===== config.mk =====
export PLATFORM = sky130hd
export DESIGN_NAME = ltc5548_sys_pin_debounce
export DESIGN_NICKNAME = d
export VERILOG_FILES = /design/src/rtl/ltc5548_sys_pkg.sv /design/src/rtl/ltc5548_sys_debounce_ch.sv /design/src/rtl/ltc5548_sys_pin_debounce.sv
export SDC_FILE = /design/constraint.sdc
export NUM_CORES = 1
export LEC_CHECK = 0
export ABC_AREA = 1
export BUFFER_PORTS_ARGS = -buffer_cell sky130_fd_sc_hd__buf_4
export CORE_AREA = 3 3 144 146
export DETAILED_ROUTE_END_ITERATION = 16
export DIE_AREA = 0 0 147 149
export GPL_TIMING_DRIVEN = 1
export RECOVER_POWER = 50
export SLEW_MARGIN = 15
export SYNTH_ARGS = -nofsm -noshare
export SYNTH_HDL_FRONTEND = slang
export SYNTH_SLANG_ARGS = --single-unit
export TNS_END_PERCENT = 30

===== constraint.sdc =====
create_clock -name clk -period 3.3 [get_ports clk]
set_input_delay 0.495 -clock clk [delete_from_list [all_inputs] [get_ports clk]]
set_output_delay 0.495 -clock clk [all_outputs]
set_load 0.05 [all_outputs]

===== src/rtl/ltc5548_sys_pkg.sv =====
`default_nettype none
// ============================================================================
// Module   : ltc5548_sys_pkg
// Brief    : Shared register-map constants for the LTC5548 status-pin debouncer.
// Revision : 1.0 - initial release
// ============================================================================
package ltc5548_sys_pkg;

   localparam logic [1:0] ADDR_RAW    = 2'd0;
   localparam logic [1:0] ADDR_TICKS  = 2'd1;
   localparam logic [1:0] ADDR_DB     = 2'd2;
   localparam logic [1:0] ADDR_GLITCH = 2'd3;

   localparam int GLITCH_W = 8;

endpackage
`default_nettype wire


===== src/rtl/ltc5548_sys_debounce_ch.sv =====
`default_nettype none
// ============================================================================
// Module   : ltc5548_sys_debounce_ch
// Brief    : One pin channel: synchroniser, stability counter and debounced flop.
// Revision : 1.0 - initial release
// ============================================================================
module ltc5548_sys_debounce_ch #(
   parameter int CNT_W       = 16,
   parameter int SYNC_STAGES = 2
) (
   input  logic             clk,
   input  logic             reset_n,
   input  logic             pin,
   input  logic [CNT_W-1:0] ticks,
   input  logic             clr,
   output logic             d,
   output logic             s,
   output logic             glitch
);

   logic [SYNC_STAGES-1:0] r_sync;
   logic [CNT_W-1:0]       r_cnt;
   logic                   r_d;
   logic                   w_s;
   logic                   w_s_next;
   logic                   w_differ;
   logic                   w_commit;

   assign w_s      = r_sync[SYNC_STAGES-1];
   assign w_s_next = r_sync[SYNC_STAGES-2];
   assign w_differ = (w_s != r_d);
   assign w_commit = w_differ && (r_cnt == ticks - CNT_W'(1));

   // A run of disagreeing samples that ends before commit is a rejected glitch.
   assign glitch = !w_differ && (r_cnt != '0);
   assign d      = r_d;
   assign s      = w_s;

   always_ff @(posedge clk or negedge reset_n) begin
      if (!reset_n) begin
         r_sync <= '0;
         r_cnt  <= '0;
         r_d    <= 1'b0;
      end else begin
         r_sync <= {r_sync[SYNC_STAGES-2:0], pin};
         if (clr) begin
            r_cnt <= '0;
         end else if (ticks == '0) begin
            // Bypass tracks the value entering the last stage so d equals s.
            r_d   <= w_s_next;
            r_cnt <= '0;
         end else if (!w_differ) begin
            r_cnt <= '0;
         end else if (w_commit) begin
            r_d   <= w_s;
            r_cnt <= '0;
         end else begin
            r_cnt <= r_cnt + CNT_W'(1);
         end
      end
   end

endmodule
`default_nettype wire


===== src/rtl/ltc5548_sys_pin_debounce.sv =====
`default_nettype none
// ============================================================================
// Module   : ltc5548_sys_pin_debounce
// Brief    : Debounced LTC5548 status pins with Avalon-MM period/status registers.
// Revision : 1.0 - initial release
// ============================================================================
module ltc5548_sys_pin_debounce
   import ltc5548_sys_pkg::*;
#(
   parameter int WIDTH         = 2,
   parameter int CNT_W         = 16,
   parameter int DEFAULT_TICKS = 1000,
   parameter int SYNC_STAGES   = 2
) (
   input  logic             clk,
   input  logic             reset_n,
   input  logic [WIDTH-1:0] pin_in,
   input  logic [1:0]       address,
   input  logic             chipselect,
   input  logic             write_n,
   input  logic [31:0]      writedata,
   output logic [31:0]      readdata,
   output logic [WIDTH-1:0] db_out
);

   logic [CNT_W-1:0]    r_ticks;
   logic [GLITCH_W-1:0] r_glitch_cnt;
   logic [31:0]         r_readdata;
   logic [31:0]         w_rd_next;
   logic [WIDTH-1:0]    w_d;
   logic [WIDTH-1:0]    w_s;
   logic [WIDTH-1:0]    w_glitch;
   logic                w_wr;
   logic                w_clr;
   logic                w_unused;

   assign w_wr     = chipselect && !write_n;
   assign w_clr    = w_wr && (address == ADDR_TICKS);
   assign w_unused = ^writedata[31:CNT_W];

   generate
      for (genvar i = 0; i < WIDTH; i++) begin : g_ch
         ltc5548_sys_debounce_ch #(
            .CNT_W       (CNT_W),
            .SYNC_STAGES (SYNC_STAGES)
         ) u_ch (
            .clk     (clk),
            .reset_n (reset_n),
            .pin     (pin_in[i]),
            .ticks   (r_ticks),
            .clr     (w_clr),
            .d       (w_d[i]),
            .s       (w_s[i]),
            .glitch  (w_glitch[i])
         );
      end
   endgenerate

   always_comb begin
      w_rd_next = '0;
      case (address)
         ADDR_RAW:    w_rd_next[WIDTH-1:0]    = w_s;
         ADDR_TICKS:  w_rd_next[CNT_W-1:0]    = r_ticks;
         ADDR_DB:     w_rd_next[WIDTH-1:0]    = w_d;
         ADDR_GLITCH: w_rd_next[GLITCH_W-1:0] = r_glitch_cnt;
         default:     w_rd_next               = '0;
      endcase
   end

   always_ff @(posedge clk or negedge reset_n) begin
      if (!reset_n) begin
         r_ticks      <= CNT_W'(DEFAULT_TICKS);
         r_glitch_cnt <= '0;
         r_readdata   <= '0;
      end else begin
         r_readdata <= w_rd_next;
         if (w_clr) begin
            r_ticks <= writedata[CNT_W-1:0];
         end
         // Clearing write wins over a coincident glitch; count saturates.
         if (w_wr && (address == ADDR_GLITCH)) begin
            r_glitch_cnt <= '0;
         end else if ((|w_glitch) && (r_glitch_cnt != '1)) begin
            r_glitch_cnt <= r_glitch_cnt + GLITCH_W'(1);
         end
      end
   end

   assign readdata = r_readdata;
   assign db_out   = w_d;

endmodule
`default_nettype wire


==> out/results.ini <==
[status]
outcome = finished, violations left
violations = capacitance limit, slew limit

[synth]
synth_area_leader_cell = dfrtp_1
synth_cells = 630
synth-seq-area-share_pct = 40.4
avgSynthCellArea_sq_um = 7.70
synth_seq_cells = 78
synth_area_sq_mm = 0.00485
yosys_warnings = 0
synth.area.top_cells = dfrtp_1 37%, nand2_1 12%, nand3_1 9.3%, inv_1 5.6%, xor2_1 5.4%
synth_top_area_share_pct = 37.1
synth.distinct_cells = 35

[clock_tree]
root_buffer = clkbuf_16
post_cts_buffers = 0
clock-sinks = 78
cts_buffers = 9
clk_pin_slew_worst_paths_ns = 0.06
insertion_delay_ns = 0.34
ctsHoldBuffers = 0
cts_htree_levels = 3
clockBufferDepth = 2
post_cts_resized = 0
cts_tree = built

[place]
pre_cts_ws_ns = 0.800
io_buffer_count = 41
gp_congestion = 0.868
detailed_place_hpwl_mm = 9.04

[sta]
timing.hold.ws_ns = 0.276
layout_setup_ws_ns = 0.792
min_period_ns = 2.51
setup_violations = 0
fin_tns_setup_ns = 0
max_slew_margin_pct = -31.7
rsz0062_at_grt = no
fin_skew_ns = 0.00595
hold_viol = 0
fin_crit_sh_pct = 76.0
slew_viol_final = 79
max_slew.worst_pin.slew_ns = 1.98
max_freq_mhz = 399

[floorplanning]
die_w_um = 147
rows = 51
start_util_pct = 24.8
io-pin-count = 74
die_y_um = 149
coreArea_sq_mm = 0.0195
die_area_sq_mm = 0.0219

[worst_setup_path]
cp-startpoint = r_ticks[0]
regToRegSetupSlack_ns = 0.79
crit_arrival_ns = 2.75
max_stage_delay_ns = 0.40
crit_chain = inv_1 -> ha_1 -> nand2_4 -> o21ai_0 -> nand2_1 -> nand2_1 -> nand2_1 -> nor2_1 -> nand3_1 -> nor2_1 -> nand2_2 -> nand2_4 -> nand3_1 -> nand2_1 -> inv_1
cp-end-kind = register
r2r-end = g_ch[1].u_ch.d
crit_fanout = 18
crit_slowest_cell = dfrtp_1
r2r-start = r_ticks[0]
crit_required_ns = 3.54
crit_path_start_kind = register
cp_common_cell = nand2_1
crit_end = g_ch[1].u_ch.d
criticalPathCategory = register to register
ff2ff_path_depth = 15

[power_and_ir_drop]
p_seq_share_pct = 39.9
intPower_uw = 1950
power_frac_comb_pct = 26.6
switchingPower_uw = 1070
ir_drop_v = 0.000271
power.density_mw_per_mm2 = 534
p_clk_share_pct = 33.4
p_leak_uw = 0.00263
p_total_uw = 3020
power_switching_share_pct = 35.4

[detailed_routing]
drc = 0
via_per_inst = 4.43
drt_iter0_markers = 222
wl_mm = 12.0
ant_nets = 0
via_count = 4163
dr.pass1.iters = 4
wire_per_inst_um = 12.8

[grt]
grt_antenna_before_repair = 0
grt_pass1_vias = 4097
overflow = 0
grt_pass1_wl_mm = 20.2
track_usage_pct = 11.5
grt_start_max_net_pins = 79

[final_layout]
drive_gt1_share_pct = 14.1
n_fill_cell = 2178
areaGrowthSynthToFinish_pct = 16.6
antenna_cells = 0
nets = 716

[worst_hold_path]
min_path_type = input port to register

[flow_run]
drv_cap = 1

## placed cells by master (no fill, tap or decap), drive strengths merged, types with 2 or more instances in the layout
cell type / count
xnor3: 2
clkbuf: 15
o21ai: 21
buf: 38
nand3b: 4
nor3b: 2
nand2: 158
o22ai: 3
mux2: 2
dfrtp: 72
nor4: 5
xnor2: 3
clkinv: 4
xor2: 30
a31oi: 2
dfstp: 6
nand3: 90
ha: 6
clkinvlp: 2
o2111ai: 2
nor3: 37
nor2: 68
nand4: 12
conb: 16
inv: 73
## cells in the mapped netlist (all sizes together)
| master | n |
|---|---|
| nor3 | 37 |
| ha | 6 |
| o21ai | 21 |
| nor4 | 5 |
| inv | 73 |
| nor2 | 68 |
| dfstp | 6 |
| or2 | 1 |
| nand3 | 90 |
| nand4 | 12 |
| clkinv | 2 |
| xor2 | 30 |
| dfrtp | 72 |
| xnor2 | 3 |
| o22ai | 3 |
| conb | 1 |
| nand2 | 158 |
| nand3b | 4 |
| a31oi | 2 |
| clkbuf | 5 |
| nor3b | 2 |
| xnor3 | 2 |
| mux2 | 2 |
| o2111ai | 2 |
| buf | 23 |
## power by group through the flow
| stage | combinational [uW] | clock [uW] | sequential (uW) |
|---|---|---|---|
| floorplan | 544 | 0 | 1270 |
| global placement | 797 | 0 | 1220 |
| detailed placement | 807 | 0 | 1220 |
| CTS | 810 | 1030 | 1210 |
| global route | 909 | 1080 | 1230 |
| finish | 805 | 1010 | 1210 |
## worst min-delay path by stage
stage	slack, ns	endpoint	depth (start not counted)	start
floorplan	0.20	g_ch[0].u_ch.d	0	reset_n
global placement	0.36	g_ch[1].u_ch.r_sync[1]	0	g_ch[1].u_ch.r_sync[0]
detailed placement	0.37	g_ch[0].u_ch.r_sync[1]	0	g_ch[0].u_ch.r_sync[0]
CTS	0.24	g_ch[1].u_ch.r_sync[0]	1	pin_in[1]
global route	0.26	g_ch[1].u_ch.r_sync[0]	1	pin_in[1]
finish	0.28	g_ch[1].u_ch.r_sync[0]	1	pin_in[1]
## routing by layer
layer  part of all wire [%]  routed length [um]  vias up  GRT usage, %
li1                       -                   -     2082             -
met2                     46                5550       98          18.4
met1                     48                5800     1973          15.4
met4                    1.2                 147        0          3.40
met5                      0                   0        -             0
met3                    4.1                 495       10          2.77
## worst max-delay path, delay by kind of cell, from the launching register on
family          cells  cell delay, ns
fa+ha+maj           1            0.33
flops               1            0.40
compound gates      1            0.20
simple gates       11            1.18
buf+inv             2            0.27
## registers in the layout, summed over array words and instances (netlist names)
name              count
g_ch.u_ch.r_sync      4
r_ticks              16
readdata             16
g_ch.u_ch.d           2
r_glitch_cnt          8
g_ch.u_ch.r_cnt      32
## metrics by stage
step | utilization, % | std cells | area [sq um]
floorplan | - | 645 | 4910
global placement | 27.5 | 924 | 5360
detailed placement | 27.5 | 924 | 5360
CTS | 29.0 | 940 | 5660
global route | 29.0 | 940 | 5660
finish | 29.0 | 940 | 5660
## cell families after synthesis
kind of cell,synth area share [%]
adder cells (fa/ha/maj),1.55
multiplexers,0.619
XOR/XNOR,6.88
buffers and inverters,9.82
AO/OA/AOI/OAI,3.17
AND/OR/NAND/NOR,37.5
other,0.0773
flip-flops,40.4
## area by class of cell
cell class              instances  area, sq um  area share, %
clock buffers                  11          243           4.29
clock inverters                 5         58.8           1.04
inverters                      75          282           4.98
multi-input cells             464         2470           43.7
flip-flops and latches         78         1960           34.6
well taps                     265          332           5.86
repair buffers                 42          309           5.46
Power figures use the tool's default switching activity.
